==> src/rtl/fir_pkg.sv <==
// Shared definitions for the serial FIR family: FSM encoding and width helpers.
package fir_pkg;

  typedef logic [1:0] fir_state_t;

  localparam fir_state_t ST_IDLE = 2'd0;
  localparam fir_state_t ST_MAC  = 2'd1;
  localparam fir_state_t ST_OUT  = 2'd2;

  // Ceiling log2 with a minimum of 1 so single-bit indices stay well formed.
  function automatic int fir_clog2(input int n);
    int r;
    int v;
    r = 0;
    v = n - 1;
    while (v > 0) begin
      r++;
      v = v >> 1;
    end
    return (r < 1) ? 1 : r;
  endfunction

  function automatic int fir_acc_w(input int dw, input int cw, input int n_taps);
    return dw + cw + fir_clog2(n_taps);
  endfunction

endpackage

==> src/rtl/fir_round_sat.sv <==
// Combinational round-half-up, arithmetic shift and clamp of an accumulator to DW bits.
module fir_round_sat #(
  parameter int ACC_W     = 38,
  parameter int DW        = 16,
  parameter int OUT_SHIFT = 15
) (
  input  logic signed [ACC_W-1:0] acc_i,
  output logic signed [DW-1:0]    y_o,
  output logic                    sat_o
);

  // One guard bit so the rounding constant can never wrap the sum.
  localparam int EW = ACC_W + 1;
  localparam logic signed [EW-1:0] Y_MAX = {{(EW-DW+1){1'b0}}, {(DW-1){1'b1}}};
  localparam logic signed [EW-1:0] Y_MIN = {{(EW-DW+1){1'b1}}, {(DW-1){1'b0}}};

  logic signed [EW-1:0] acc_ext;
  logic signed [EW-1:0] shifted;

  assign acc_ext = {acc_i[ACC_W-1], acc_i};

  if (OUT_SHIFT > 0) begin : g_round
    localparam logic signed [EW-1:0] RND = {{(EW-1){1'b0}}, 1'b1} << (OUT_SHIFT - 1);
    logic signed [EW-1:0] rounded;
    assign rounded = acc_ext + RND;
    assign shifted = rounded >>> OUT_SHIFT;
  end else begin : g_pass
    assign shifted = acc_ext;
  end

  // NOTE: every output gets a default before the branches so no latch is inferred.
  always_comb begin
    y_o   = shifted[DW-1:0];
    sat_o = 1'b0;
    if (shifted > Y_MAX) begin
      y_o   = Y_MAX[DW-1:0];
      sat_o = 1'b1;
    end else if (shifted < Y_MIN) begin
      y_o   = Y_MIN[DW-1:0];
      sat_o = 1'b1;
    end
  end

endmodule

==> src/rtl/fir_mac_serial.sv <==
// Time-multiplexed FIR: one multiply-accumulate per cycle over a runtime-writable coefficient bank.
module fir_mac_serial
  import fir_pkg::*;
#(
  parameter int DW        = 16,
  parameter int CW        = 16,
  parameter int N_TAPS    = 63,
  parameter int OUT_SHIFT = 15
) (
  input  logic                               clk,
  input  logic                               rst_p,
  input  logic signed [DW-1:0]               x_in,
  input  logic                               in_valid,
  output logic                               in_ready,
  output logic signed [DW-1:0]               y_out,
  output logic                               out_sat,
  output logic                               out_valid,
  input  logic                               out_ready,
  input  logic                               coef_we,
  input  logic [fir_clog2(N_TAPS)-1:0]       coef_addr,
  input  logic signed [CW-1:0]               coef_wdata,
  output logic                               coef_err,
  input  logic                               flush
);

  localparam int AW    = fir_clog2(N_TAPS);
  localparam int ACC_W = fir_acc_w(DW, CW, N_TAPS);
  localparam int PW    = DW + CW;
  localparam logic [AW-1:0] LAST_IDX = AW'(N_TAPS - 1);
  localparam logic [AW:0]   N_TAPS_W = (AW+1)'(N_TAPS);

  fir_state_t state_q, state_d;
  logic [AW-1:0] idx_q, idx_d;
  logic signed [ACC_W-1:0] acc_q, acc_d, acc_sum;
  logic signed [PW-1:0] prod;
  logic signed [DW-1:0] hist_q [N_TAPS];
  logic signed [CW-1:0] coef_q [N_TAPS];
  logic signed [DW-1:0] y_q, y_d, rs_y;
  logic sat_q, sat_d, rs_sat;
  logic valid_q, valid_d;
  logic coef_err_q;
  logic accept, coef_ok;

  assign in_ready  = (state_q == ST_IDLE);
  assign accept    = in_valid && in_ready && !flush;
  assign coef_ok   = coef_we && !flush && (state_q == ST_IDLE) && ({1'b0, coef_addr} < N_TAPS_W);

  assign y_out     = y_q;
  assign out_sat   = sat_q;
  assign out_valid = valid_q;
  assign coef_err  = coef_err_q;

  assign prod    = PW'(hist_q[idx_q]) * PW'(coef_q[idx_q]);
  assign acc_sum = acc_q + {{(ACC_W-PW){prod[PW-1]}}, prod};

  // Rounding sees the sum including the final tap, so the result registers on that same edge.
  fir_round_sat #(
    .ACC_W     (ACC_W),
    .DW        (DW),
    .OUT_SHIFT (OUT_SHIFT)
  ) u_round_sat (
    .acc_i (acc_sum),
    .y_o   (rs_y),
    .sat_o (rs_sat)
  );

  always_comb begin
    state_d = state_q;
    idx_d   = idx_q;
    acc_d   = acc_q;
    y_d     = y_q;
    sat_d   = sat_q;
    valid_d = valid_q;
    if (flush) begin
      state_d = ST_IDLE;
      idx_d   = '0;
      acc_d   = '0;
      valid_d = 1'b0;
    end else begin
      case (state_q)
        ST_IDLE: begin
          if (accept) begin
            acc_d   = '0;
            idx_d   = '0;
            state_d = ST_MAC;
          end
        end
        ST_MAC: begin
          acc_d = acc_sum;
          idx_d = idx_q + AW'(1);
          if (idx_q == LAST_IDX) begin
            y_d     = rs_y;
            sat_d   = rs_sat;
            valid_d = 1'b1;
            state_d = ST_OUT;
          end
        end
        ST_OUT: begin
          if (out_ready) begin
            valid_d = 1'b0;
            state_d = ST_IDLE;
          end
        end
        default: state_d = ST_IDLE;
      endcase
    end
  end

  // NOTE: history and coefficients are reset explicitly because a reset must leave the filter
  // producing zeros; memories that only need valid data before use would normally skip reset.
  always_ff @(posedge clk or posedge rst_p) begin
    if (rst_p) begin
      state_q    <= ST_IDLE;
      idx_q      <= '0;
      acc_q      <= '0;
      y_q        <= '0;
      sat_q      <= 1'b0;
      valid_q    <= 1'b0;
      coef_err_q <= 1'b0;
      for (int k = 0; k < N_TAPS; k++) begin
        hist_q[k] <= '0;
        coef_q[k] <= '0;
      end
    end else begin
      state_q    <= state_d;
      idx_q      <= idx_d;
      acc_q      <= acc_d;
      y_q        <= y_d;
      sat_q      <= sat_d;
      valid_q    <= valid_d;
      coef_err_q <= coef_we && !coef_ok;
      if (flush) begin
        for (int k = 0; k < N_TAPS; k++) hist_q[k] <= '0;
      end else if (accept) begin
        hist_q[0] <= x_in;
        for (int k = 1; k < N_TAPS; k++) hist_q[k] <= hist_q[k-1];
      end
      if (coef_ok) coef_q[coef_addr] <= coef_wdata;
    end
  end

endmodule

==> config.mk <==
export PLATFORM = sky130hd
export DESIGN_NAME = fir_mac_serial
export DESIGN_NICKNAME = d
export VERILOG_FILES = /design/src/rtl/fir_pkg.sv /design/src/rtl/fir_round_sat.sv /design/src/rtl/fir_mac_serial.sv
export SDC_FILE = /design/constraint.sdc
export NUM_CORES = 2
export LEC_CHECK = 0
export CORE_ASPECT_RATIO = 1.5
export CORE_MARGIN = 4
export CORE_UTILIZATION = 50
export CTS_CLUSTER_DIAMETER = 200
export CTS_CLUSTER_SIZE = 20
export DETAILED_ROUTE_END_ITERATION = 7
export PLACE_DENSITY = 0.69
export SYNTH_ARGS = -nofsm -noshare
export SYNTH_HDL_FRONTEND = slang
export SYNTH_HIERARCHICAL = 1
export SYNTH_SLANG_ARGS = --single-unit
==> constraint.sdc <==
create_clock -name clk -period 242.8 [get_ports clk]
set_input_delay 72.84 -clock clk [delete_from_list [all_inputs] [get_ports clk]]
set_output_delay 72.84 -clock clk [all_outputs]
set_load 0.01 [all_outputs]
# Yosys cells after proc, flatten, opt, wreduce, memory -nomap -nowiden
# Index checks and enable logic that the tools add are counted.
[classes]
add_sub_neg = 3
multipliers = 1
div = 0
n_lt_le_gt_ge = 6
eq_ne = 6
shift = 0
mux = 30
bitwise_logic = 3
n_reduce_logical = 17
[ops]
columns = ["operator", "n"]
rows = [
  ["two-way mux 1008 bit", 2],
  ["bitwise mux 1008 bit", 1],
  ["binary-select mux 16 bit (select 6 bit)", 2],
  ["two-way mux 16 bit", 7],
  ["demux 16 bit (select 6 bit)", 1],
  ["two-way mux 38 bit", 2],
  ["case mux 38 bit (2 select lines)", 1],
  ["adder 38 x 16 -> 39 bit, second input constant", 1],
  ["adder 38 bit", 1],
  ["multiplier 16 x 16 -> 32 bit", 1],
  ["> comparator 24 x 16 -> 1 bit, second input constant", 1],
  ["< comparator 24 x 16 -> 1 bit, second input constant", 1],
  ["greater-or-equal comparator 7 bit, second input constant", 2],
  ["inverter 6 -> 7 bit", 2],
  ["two-way mux 6 bit", 2],
  ["case mux 6 bit (2 select lines)", 1],
  ["AND reduction 3 bit", 3],
  ["two-way mux 2 bit", 4],
  ["logical AND 1 bit", 7],
  ["< comparator 7 x 1 -> 1 bit, second input constant", 1],
  ["adder 6 x 1 -> 6 bit, second input constant", 1],
  ["== test 6 bit, second input constant", 1],
  ["< comparator 6 bit, second input constant", 1],
  ["!= test 3 bit, second input constant", 2],
  ["12 further kinds", 18],
]
[word_totals]
regBits = 2081
latchBits = 0
mem_bits_rw = 0
mem_bits_ro = 0
input_bits = 44
output_inout_bits = 20
wordCells = 199
mem_count = 0

# Depth between registers and ports, before layout
[logic_depth]
depth_word = 10
ltp_mapped = 51
mapped_depth_nobuf = 47

# Modules after synthesis
# Netlist, hierarchy kept.
[modules_own_cells]
columns = ["module", "instances", "cells_per_inst", "area_per_inst_um2", "seq_area_each_um2"]
rows = [
  ["fir_mac_serial", 1, 6948, 102447.0, 52074.9],
  ["fir_round_sat", 1, 138, 879.6, 0.0],
]

# Least setup slack after synthesis
# No wires, ideal clock.
[synth_path]
path_kind = "input to register"
from = "in coef_addr[5]"
to = "reg coef_q[128] (netlist bit)"
setup_time_ns = 0.125
arrival_ns = 75.000
required_ns = 242.675
setup_slack_ns = 167.676
path_stages = 9
path_buffers = 2
cell_sequence = "clkbuf_1 and3_1 nand4_1 nand4b_1 nor2_1 nand3_1 nor2_1 clkbuf_1 mux2_2"
[synth_between]
elab_chain_len = 6
word_cells_on_any_way = 9
cone_classes = "3 x order compare; 3 x mux; 1 x bitwise; 2 x reduce/logical"
[synth_rtl]
columns = ["element", "line", "text"]
rows = [
  ["from (decl)", "fir_mac_serial.sv:20", "input logic [fir_clog2(N_TAPS)-1:0] coef_addr,"],
  ["inverter 6 -> 7 bit (not written as such)", "fir_mac_serial.sv:138", "if (coef_ok) coef_q[coef_addr] <= coef_wdata;"],
  ["greater-or-equal comparator 7 bit (not written as such) / < comparator 7 x 1 -> 1 bit (equally long branches)", "fir_mac_serial.sv:138", ""],
  ["logical AND 1 bit (not written as such)", "fir_mac_serial.sv:138", ""],
  ["two-way mux 16 bit (not written as such)", "fir_mac_serial.sv:138", ""],
  ["demux 16 bit (select 6 bit)", "fir_mac_serial.sv:138", ""],
  ["bitwise mux 1008 bit", "fir_mac_serial.sv:138", ""],
  ["to (signal, indexed assignment)", "fir_mac_serial.sv:138", ""],
  ["to (decl)", "fir_mac_serial.sv:37", "logic signed [CW-1:0] coef_q [N_TAPS];"],
]
# Several ways; a longest one is shown, not always the timed one.
# A chain may end at the register's enable or synchronous reset.

==> flow_metrics.py <==
metrics = {
    "status": {
        "status": "finished, final reports clean",
    },
    "die": {
        "dieWidth_microns": 379,
        "io_pins": 64,
        "die-area_sq_mm": 0.214,
        "core_sq_mm": 0.206,
        "rows": 204,
        "initial_core_util_pct": 50.2,
        "die_y_microns": 565,
    },
    "route": {
        "vias": 59700,
        "drt-wirelength-per-cell_microns": 24.8,
        "wl_microns": 234000,
        "ant_nets": 0,
        "drc_errors": 0,
        "viasPerCell": 6.31,
        "first_pass_iters": 5,
        "first_iter_violations": 4825,
    },
    "sta": {
        "rsz0062_at_grt": "false",
        "worstMarginPinSlew_ps": 1260,
        "fin_crit_sh_pct": 32.5,
        "whs_ps": 452,
        "finalSetupViolCount": 0,
        "worst_slack_ps": 164010,
        "hold_viol": 0,
        "max_slew_margin_pct": 15.8,
        "drv_slew": 0,
        "timing.setup.tns_ps": 0,
        "fin_crit_ps": 78790,
        "fmax_mhz": 12.7,
        "skew_ps": 89.6,
    },
    "placement": {
        "place_congestion": 0.815,
        "dpl_worst_slack_ps": 162950,
        "port_buffers": 63,
        "place_area_sq_mm": 0.106,
        "dp_hpwl_microns": 145000,
    },
    "worst_hold_path": {
        "min_to": "hist_q[637]",
        "hold_class": "register to register",
        "hold_depth": 1,
        "hp-start": "hist_q[653]",
    },
    "grt": {
        "antenna_found_initial": 8,
        "grt_pass1_vias": 64400,
        "grt_max_degree": 253,
        "grt_overflow": 0,
        "grt_pass1_wl_microns": 376000,
        "grt_usage_pct": 22.2,
    },
    "power": {
        "ir_drop_v": 0.00000636,
        "power.density_mw_per_mm2": 6.19,
        "power.internal_uw": 489,
        "clkPwrFrac_pct": 29.2,
        "p_comb_share_pct": 16.1,
        "p_seq_share_pct": 54.6,
        "p_leak_nw": 50.3,
        "finalPower_uw": 675,
        "p_sw_uw": 186,
        "switching_share_pct": 27.6,
    },
    "critical_path": {
        "r2r_start": "idx_q[0]",
        "worstPathMaxFanout": 116,
        "crit_slowest_cell": "buf_4",
        "path_cells": "clkdlybuf4s50_1 > inv_8 > buf_4 > buf_4 > buf_4 > buf_4 > buf_4 > buf_4",
        "rrSetupSlack_ps": 225410,
        "reg2reg_depth": 44,
        "critical_path.most_common_cell": "buf_4",
        "crit_path_start_kind": "input port",
        "worstPathArrival_ps": 79530,
        "cp-end-kind": "asynchronous set/reset pin",
        "critPathKind": "input port to asynchronous set/reset pin",
        "reg2reg_to": "y_out[12]",
        "slowest_delay_ps": 950,
        "crit_required_ps": 243540,
    },
    "synth": {
        "syn_inst": 7085,
        "syn_area_per_cell_sq_um": 14.6,
        "ys_warn_count": 6,
        "synth.cell_area_sq_mm": 0.103,
        "synth_fp_nets": 7516,
    },
    "clocking": {
        "cts_sinks": 2081,
        "cts_tree": "done",
        "clk_path_buf_depth": 3,
        "cts_inserted_buffers": 114,
        "post_cts_buffers": 0,
        "clk_latency_ps": 810,
        "path_clk_slew_ps": 110,
        "ctsHoldBuffers": 0,
        "cts_htree_levels": 3,
        "cts_resized": 0,
        "root_buffer": "clkbuf_16",
    },
    "final_layout": {
        "nFillCells": 16800,
        "area_growth_pct": 5.47,
        "postLayoutCellArea_sq_mm": 0.109,
        "nNetsFinal": 7203,
        "layout-drive-gt1-share_pct": 29.0,
    },
    "flow_run": {
        "drv_cap": 0,
    },
}
-- cells in the final DEF (no fill, tap or decap), types with 14 or more instances in the layout --
master and count:
a21o_1 33, and2_1 139, ha_1 124, clkbuf_16 115, mux4_2 639, buf_4 114, nand4_1 23, mux2i_1 33
fa_1 263, dfrtp_1 2075, mux2_2 1026, clkdlybuf4s50_1 47, nor3_1 14, a21oi_1 78, a31oi_1 16, nand2_1 193
nor2_1 116, xor2_1 24, buf_2 16, xnor2_1 65, o21ai_0 67, nand3_1 25, a22o_1 1045, inv_1 317
-- power groups by stage --
| stage | clock network (mW) | registers [mW] | logic [mW] |
|---|---|---|---|
| after floorplan | 0 | 0.375 | 0.0821 |
| after global placement | 0 | 0.375 | 0.107 |
| after detailed placement | 0 | 0.376 | 0.110 |
| after CTS | 0.204 | 0.369 | 0.110 |
| after global routing | 0.216 | 0.371 | 0.120 |
| final | 0.197 | 0.369 | 0.109 |
-- critical path: cells and delay by family --
kind | cells | cell delay (ps)
buffers and inverters | 8 | 6290
-- cell type report --
class	count	area [sq um]	share of cell area, %
clock buffers	119	2890	2.65
clock inverters	7	159	0.146
multi-input cells	4066	47600	43.7
diodes	2	5.00	0.00459
flip-flops and latches	2081	52100	47.8
well taps	2678	3350	3.07
inverters	319	1200	1.11
repair buffers	190	1670	1.53
-- state kept, by name, summed over array words and instances, names as in the netlist --
register and flops:
y_out 16, out_valid 1, idx_q 6, acc_q 38, state_q 2, out_sat 1
coef_q 1008, coef_err 1, hist_q 1008
-- routing by layer --
metal,vias up,share of wire (%),global-route usage [%]
met3,311,3.4,2.39
met1,32700,41,29.2
met5,-,0.023,0
met4,8,2.8,5.98
met2,1082,53,39.5
li1,25600,-,-
-- how the worst max path moves through the flow --
| stage | startpoint | to | depth (start not counted) |
|---|---|---|---|
| floorplan | rst_p | acc_q[0] | 1 |
| global placement | rst_p | coef_q[181] | 8 |
| detailed placement | rst_p | coef_q[197] | 8 |
| CTS | rst_p | coef_q[111] | 8 |
| global route | rst_p | coef_q[18] | 8 |
| finish | rst_p | coef_q[238] | 8 |
-- stage by stage --
stage / std cells / utilization [%]
after floorplan: 7085 / -
after global placement: 9334 / 51.5
after detailed placement: 9334 / 51.5
after CTS: 9460 / 53.0
after global routing: 9461 / 53.0
final: 9462 / 53.0
Note: power is estimated with default switching activity, not from simulation.
